$ cat config.mk
export PLATFORM = sky130hd
export DESIGN_NAME = f3_move_ctrl
export DESIGN_NICKNAME = d
export VERILOG_FILES = /design/src/rtl/f3_move_ctrl.sv
export SDC_FILE = /design/constraint.sdc
export NUM_CORES = 1
export LEC_CHECK = 0
export ABC_AREA = 1
export BUFFER_PORTS_ARGS = -buffer_cell sky130_fd_sc_hd__buf_2
export CORE_ASPECT_RATIO = 0.8
export CORE_UTILIZATION = 63
export CTS_CLUSTER_DIAMETER = 100
export DETAILED_ROUTE_END_ITERATION = 6
export GPL_TIMING_DRIVEN = 0
export PLACE_DENSITY_LB_ADDON = 0.15
export SYNTH_ARGS = -nofsm -noshare
export SYNTH_HDL_FRONTEND = slang
export SYNTH_SLANG_ARGS = --single-unit
export TNS_END_PERCENT = 10
$ cat constraint.sdc
create_clock -name sysclk -period 3.8 [get_ports sysclk]
set_input_delay 0 -clock sysclk [delete_from_list [all_inputs] [get_ports sysclk]]
set_output_delay 0 -clock sysclk [all_outputs]
set_load 0.005 [all_outputs]
$ cat src/rtl/f3_move_ctrl.sv
// Command-side master for f3_ram: clears and scrambles the offset store, then feeds
// player moves through a valid/ready handshake and watches for the all-zero (solved) state.
module f3_move_ctrl #(
    parameter int          SCRAMBLE_MOVES = 32,
    parameter logic [15:0] SEED           = 16'hACE1,
    parameter int          SETTLE_CYCLES  = 2
) (
    input  logic        sysclk,
    input  logic        reset_n,
    input  logic        start,
    input  logic        move_valid,
    input  logic [3:0]  move_pos,
    input  logic        move_horizontal,
    input  logic        move_increase,
    output logic        move_ready,
    output logic [3:0]  ram_write_pos,
    output logic        ram_write_horizontal,
    output logic        ram_write_increase,
    output logic        ram_write,
    output logic        ram_reset,
    input  logic        ram_offset_all_zero,
    output logic [15:0] move_count,
    output logic        busy,
    output logic        solved
);

    typedef enum logic [2:0] {
        IDLE,
        CLEAR,
        SCRAMBLE,
        SCR_SETTLE,
        PLAY,
        ISSUE,
        SETTLE,
        SOLVED
    } state_t;

    localparam logic [7:0] SCR_N     = 8'(SCRAMBLE_MOVES);
    localparam logic [7:0] WAIT_LAST = 8'(SETTLE_CYCLES - 1);

    state_t      state_reg;
    logic [15:0] lfsr_reg;
    logic [7:0]  scr_cnt_reg;
    logic [7:0]  wait_cnt_reg;

    logic [15:0] lfsr_next;
    logic        settle_done;
    logic        batch_open;

    // Galois right shift, taps 16'hB400
    assign lfsr_next   = {1'b0, lfsr_reg[15:1]} ^ (lfsr_reg[0] ? 16'hB400 : 16'h0000);
    assign settle_done = (wait_cnt_reg == WAIT_LAST);
    assign batch_open  = (scr_cnt_reg < SCR_N);

    always_ff @(posedge sysclk or negedge reset_n) begin
        if (!reset_n) begin
            state_reg            <= IDLE;
            lfsr_reg             <= SEED;
            scr_cnt_reg          <= 8'd0;
            wait_cnt_reg         <= 8'd0;
            move_ready           <= 1'b0;
            ram_write_pos        <= 4'd0;
            ram_write_horizontal <= 1'b0;
            ram_write_increase   <= 1'b0;
            ram_write            <= 1'b0;
            ram_reset            <= 1'b0;
            move_count           <= 16'd0;
            busy                 <= 1'b0;
            solved               <= 1'b0;
        end else begin
            ram_write <= 1'b0;
            ram_reset <= 1'b0;
            if (start) begin
                // start overrides everything, including a handshake in this same cycle
                state_reg    <= CLEAR;
                ram_reset    <= 1'b1;
                lfsr_reg     <= SEED;
                scr_cnt_reg  <= 8'd0;
                wait_cnt_reg <= 8'd0;
                move_count   <= 16'd0;
                move_ready   <= 1'b0;
                busy         <= 1'b1;
                solved       <= 1'b0;
            end else begin
                case (state_reg)
                    IDLE: begin
                        state_reg <= IDLE;
                    end
                    CLEAR: begin
                        ram_write            <= 1'b1;
                        ram_write_pos        <= lfsr_reg[3:0];
                        ram_write_horizontal <= lfsr_reg[4];
                        ram_write_increase   <= lfsr_reg[5];
                        lfsr_reg             <= lfsr_next;
                        scr_cnt_reg          <= scr_cnt_reg + 8'd1;
                        state_reg            <= SCRAMBLE;
                    end
                    SCRAMBLE: begin
                        wait_cnt_reg <= 8'd0;
                        state_reg    <= SCR_SETTLE;
                    end
                    SCR_SETTLE: begin
                        if (!settle_done) begin
                            wait_cnt_reg <= wait_cnt_reg + 8'd1;
                        end else if (batch_open || ram_offset_all_zero) begin
                            // a batch that cancelled out restarts the count; the LFSR keeps running
                            ram_write            <= 1'b1;
                            ram_write_pos        <= lfsr_reg[3:0];
                            ram_write_horizontal <= lfsr_reg[4];
                            ram_write_increase   <= lfsr_reg[5];
                            lfsr_reg             <= lfsr_next;
                            scr_cnt_reg          <= batch_open ? scr_cnt_reg + 8'd1 : 8'd1;
                            state_reg            <= SCRAMBLE;
                        end else begin
                            busy       <= 1'b0;
                            move_ready <= 1'b1;
                            state_reg  <= PLAY;
                        end
                    end
                    PLAY: begin
                        if (move_valid) begin
                            ram_write            <= 1'b1;
                            ram_write_pos        <= move_pos;
                            ram_write_horizontal <= move_horizontal;
                            ram_write_increase   <= move_increase;
                            move_ready           <= 1'b0;
                            busy                 <= 1'b1;
                            state_reg            <= ISSUE;
                        end
                    end
                    ISSUE: begin
                        if (move_count != 16'hFFFF) begin
                            move_count <= move_count + 16'd1;
                        end
                        wait_cnt_reg <= 8'd0;
                        state_reg    <= SETTLE;
                    end
                    SETTLE: begin
                        if (!settle_done) begin
                            wait_cnt_reg <= wait_cnt_reg + 8'd1;
                        end else if (ram_offset_all_zero) begin
                            busy      <= 1'b0;
                            solved    <= 1'b1;
                            state_reg <= SOLVED;
                        end else begin
                            busy       <= 1'b0;
                            move_ready <= 1'b1;
                            state_reg  <= PLAY;
                        end
                    end
                    SOLVED: begin
                        state_reg <= SOLVED;
                    end
                    default: begin
                        state_reg <= IDLE;
                    end
                endcase
            end
        end
    end

endmodule

After elaboration in Yosys (flattened, before gate mapping)
Cells that the tools add are included.
- multiplexer cells: 58
- equality and inequality tests: 19
- reductions and logical operators: 21
- bitwise gates (word level): 2
- magnitude comparators: 1
- add/sub/neg operators: 3
- operators with widths (cell ; number):
    16-bit 2-to-1 mux ; 7
    8-bit 2-to-1 mux ; 6
    16-bit one-hot mux with 2 select lines ; 1
    8-bit one-hot mux with 2 select lines ; 2
    1-bit 2-to-1 mux ; 26
    3-bit one-hot mux with 8 select lines ; 1
    3-bit inequality test (second input constant) ; 7
    16-bit by 1-bit adder with 16-bit output (second input constant) ; 1
    8-bit by 1-bit adder with 8-bit output (second input constant) ; 2
    16-bit inequality test (second input constant) ; 1
    15-bit by 16-bit XOR with 16-bit output ; 1
    3-bit 2-to-1 mux ; 5
    1-bit one-hot mux with 3 select lines ; 5
    3-bit == test (second input constant) ; 4
    4-bit 2-to-1 mux ; 3
    4-bit one-hot mux with 3 select lines ; 1
    5-bit AND reduction ; 2
    2-bit nonzero test ; 5
    3-bit AND reduction ; 3
    3-bit nonzero test ; 3
    8-bit by 1-bit == test with 1-bit output (second input constant) ; 1
    8-bit by 6-bit less-than comparator with 1-bit output (second input constant) ; 1
    3-bit by 2-bit == test with 1-bit output (second input constant) ; 2
    2-bit inequality test (second input constant) ; 3
    other kinds (9) ; 11
- bits of input ports: 11
- register bits after elaboration: 62
- word-level logic and storage cells: 117
- output and inout port bits: 27

Logic depth before layout (Yosys ltp)
- depth after elaboration: 6
- mapped depth: 11

Worst setup path after synthesis
OpenSTA, ideal clock, no wires.
- path kind: register to register
- start point: register move_count[0]
- end point: register move_count[12]
- cell stages (with the launch flop): 10
- path slack: 2261 ps
- path buffers: 1
- arrival time: 1413 ps
- cell sequence: dfrtp_1 ha_1 nand3_1 inv_1 nand2_2 nor2_4 nand2_1 nand2_2 buf_6 o21ai_0
- word-level cells in the longest chain between the ends: 4
- ends and longest elaborated chain (what ; RTL line ; RTL):
    start: declaration ; 22 ; output logic [15:0] move_count,
    start signal: assignment ; 133 ; move_count <= move_count + 16'd1;
    16-bit by 1-bit adder with 16-bit output ; 133 ;
    16-bit 2-to-1 mux ; 132 ; if (move_count != 16'hFFFF) begin
    16-bit 2-to-1 mux ; 85 ; case (state_reg)
    16-bit 2-to-1 mux ; 73 ; if (start) begin
Several ways; a longest one is shown, not always the timed one. The select of a mux whose other input is x is not followed.
A chain may end at the register's enable or synchronous reset.

Worst setup path in the final report
Same ends and word-level chain as after synthesis.

==> flow_metrics.env <==
export IMPL_power_leakage_nw=2.04
export IMPL_synth_main_ff_cell="dfrtp_1"
export IMPL_r2r_cells=9
export IMPL_rr_startpoint="move_count[0]$_DFFE_PN0P_"
export IMPL_dr_pass1_iters=5
export IMPL_end_kind="register"
export IMPL_critPathLaunchType="register"
export IMPL_diodes=0
export IMPL_syn_area_mm2=0.00359
export IMPL_hpwl_um=5850
export IMPL_netlist_instances=490
export IMPL_io_buffer_count=37
export IMPL_final_cell_mix="nand2_1, dfrtp_1, nor2_1"
export IMPL_yosysTopAreaCell="dfrtp_1"
export IMPL_synth_nets=505
export IMPL_dpl_cell_count=605
export IMPL_gp_congestion=0.914
export IMPL_grt_max_degree=63
export IMPL_clkTransAtPathRegs_ns=0.07
export IMPL_final_min_clock_period_ns=1.80
export IMPL_placed_area_mm2=0.00388
export IMPL_yosys_area_top_type_share_pct=37.6
export IMPL_groute_usage_overall_pct=30.3
export IMPL_yosys_warnings=0
export IMPL_grt_pass1_vias=3137
export IMPL_cts_tree="yes"
export IMPL_fin_crit_sh_pct=47.5
export IMPL_setup_viol=0
export IMPL_initial_core_util_pct=65.8
export IMPL_slew_headroom_pct=49.3
export IMPL_htreeDepth=3
export IMPL_num_vias=3343
export IMPL_worstPathMaxFanout=10
export IMPL_drive_gt1_share_pct=17.7
export IMPL_die_w_um=86.5
export IMPL_p_total_w=0.00226
export IMPL_fin_setup_tns_ns=0
export IMPL_die_y_um=69.6
export IMPL_cts_made_buffers=9
export IMPL_rows=24
export IMPL_hold_class="in -> reg"
export IMPL_final_antenna_net_count=0
export IMPL_hold_buffers=5
export IMPL_synth_edf_count=0
export IMPL_clock_sinks=62
export IMPL_async_flop_share_pct=100
export IMPL_drt_iter0_markers=354
export IMPL_timing_fmax_mhz=554
export IMPL_reg2reg_to="move_count[12]$_DFFE_PN0P_"
export IMPL_io_pins=38
export IMPL_drv_cap=0
export IMPL_ff_latch_area_mm2=0.00156
export IMPL_grt_overflow_total=0
export IMPL_core_area_mm2=0.00547
export IMPL_avgViaCountPerCell=5.33
export IMPL_area_delta_synth_final_pct=14.0
export IMPL_clockBufferDepth=2
export IMPL_worstPathRequired_ns=4.01
export IMPL_syn_area_per_cell_um2=7.34
export IMPL_layout_commonest_cell="nand2_1"
export IMPL_fin_util_pct=75.0
export IMPL_clock_skew_ns=0.0104
export IMPL_ys_seq_area_share_pct=43.4
export IMPL_grt_pass1_wl_um=14100
export IMPL_slew_viol_final=0
export IMPL_powerDensity_mw_per_mm2=552
export IMPL_cts_resized=0
export IMPL_final_area_mm2=0.00410
export IMPL_multi_input_area_mm2=0.00177
export IMPL_worstHoldStart="move_increase"
export IMPL_holdPathEnd="ram_write_increase$_DFFE_PN0P_"
export IMPL_root_buffer="clkbuf_8"
export IMPL_grt_antenna_before_repair=0
export IMPL_wire_per_inst_um=13.3
export IMPL_worst_setup_path_type="reg -> reg"
export IMPL_n_fill_cell=449
export IMPL_dieArea_mm2=0.00601
export IMPL_grt_setup_unrepaired="false"
export IMPL_ir_drop_mv=0.340
export IMPL_fin_cells=627
export IMPL_yosys_top_cells_area="dfrtp_1, nand2_1, dfstp_2, nand3_1, nor2_1"
export IMPL_final_hold_viol_count=0
export IMPL_hold_depth=5
export IMPL_wirelength_um=8310
export IMPL_tightest_slew_ns=0.761
export IMPL_clock_latency_ns=0.34
export IMPL_final_nets=559
export IMPL_yosysUniqueCellTypes=35
export IMPL_r2r_slack_ns=2.00
export IMPL_cp_arrival_ns=2.02
export IMPL_synth_seq_cells=62
export IMPL_route_detailed_drc=0
export IMPL_status="finished, final reports clean"
export IMPL_post_cts_buffers=0
## where the power goes
group / total [W] / leakage [nW] / switching, W / internal (W)
Sequential: 0.000974 / 0.811 / 0.000127 / 0.000847
Clock: 0.000483 / 0.0829 / 0.000251 / 0.000232
Combinational: 0.000805 / 1.14 / 0.000508 / 0.000297
Total: 0.00226 / 2.04 / 0.000886 / 0.00138
## through the flow
| step | hold WS, ns | setup WS, ns |
|---|---|---|
| 3_3_place_gp | 0.212 | 2.05 |
| 5_1_grt | 0.0570 | 1.83 |
| 6_report | 0.00897 | 2.00 |
| 4_1_cts | 0.000876 | 1.99 |
| 3_5_place_dp | 0.212 | 2.01 |
| 2_1_floorplan | -0.296 | 2.26 |
## Yosys cell counts, types with 2 or more instances
| master | instances |
|---|---|
| a21oi_1 | 7 |
| buf_2 | 3 |
| buf_6 | 6 |
| clkbuf_1 | 4 |
| dfrtp_1 | 54 |
| dfstp_2 | 8 |
| ha_1 | 4 |
| inv_1 | 35 |
| inv_2 | 5 |
| nand2_1 | 174 |
| nand2_2 | 5 |
| nand2_4 | 2 |
| nand3_1 | 41 |
| nand3_2 | 3 |
| nand3b_1 | 2 |
| nand4_1 | 16 |
| nor2_1 | 48 |
| nor2_2 | 4 |
| nor2_4 | 2 |
| nor3_2 | 2 |
| o21ai_0 | 22 |
| o21ai_1 | 21 |
| o21bai_1 | 2 |
| or2_2 | 2 |
| xor2_1 | 8 |
## final cells by class
type | count | share of cell area, %
multi-input combinational | 373 | 43.3
buffer | 15 | 2.66
tap | 78 | 2.38
clock inverter | 5 | 0.672
inverter | 40 | 3.66
timing repair buffer | 43 | 6.04
sequential | 62 | 38.1
clock buffer | 11 | 3.21
## critical path, stage by stage, from the launching register on
cell and delay [ns]:
dfrtp_1 0.43, ha_1 0.21, nand3_1 0.19, inv_1 0.18, nand2_2 0.10, nor2_4 0.13, nand2_1 0.07, nand2_2 0.12
buf_6 0.15, o21ai_0 0.10
## layer usage
metal / track usage, % / wire [µm]
met4: 11.1 / 170
met1: 42.1 / 3960
met3: 7.74 / 599
met2: 45.9 / 3580
met5: 0 / 0
## logic make-up (layout without fill, tap and decap cells)
family	after synthesis	count (layout)	synth area share, %
compound gates	57	57	8.81
xor+xnor	9	9	2.19
fa+ha+maj	4	4	1.39
buf+inv	55	114	7.20
flops	62	62	43.4
simple gates	303	303	37.0
## worst max path at each step
| stage | start | endpoint | slack (ns) | cells after the start |
|---|---|---|---|---|
| after floorplan | move_count[0]$_DFFE_PN0P_ | move_count[12]$_DFFE_PN0P_ | 2.26 | 9 |
| after global placement | move_count[0]$_DFFE_PN0P_ | move_count[12]$_DFFE_PN0P_ | 2.05 | 9 |
| after detailed placement | move_count[0]$_DFFE_PN0P_ | move_count[12]$_DFFE_PN0P_ | 2.01 | 9 |
| after CTS | move_count[0]$_DFFE_PN0P_ | move_count[12]$_DFFE_PN0P_ | 1.99 | 9 |
| after global routing | wait_cnt_reg[1]$_DFFE_PN0P_ | ram_write_increase$_DFFE_PN0P_ | 1.83 | 9 |
| final | move_count[0]$_DFFE_PN0P_ | move_count[12]$_DFFE_PN0P_ | 2.00 | 9 |
Note: power is estimated with default switching activity, not from simulation.
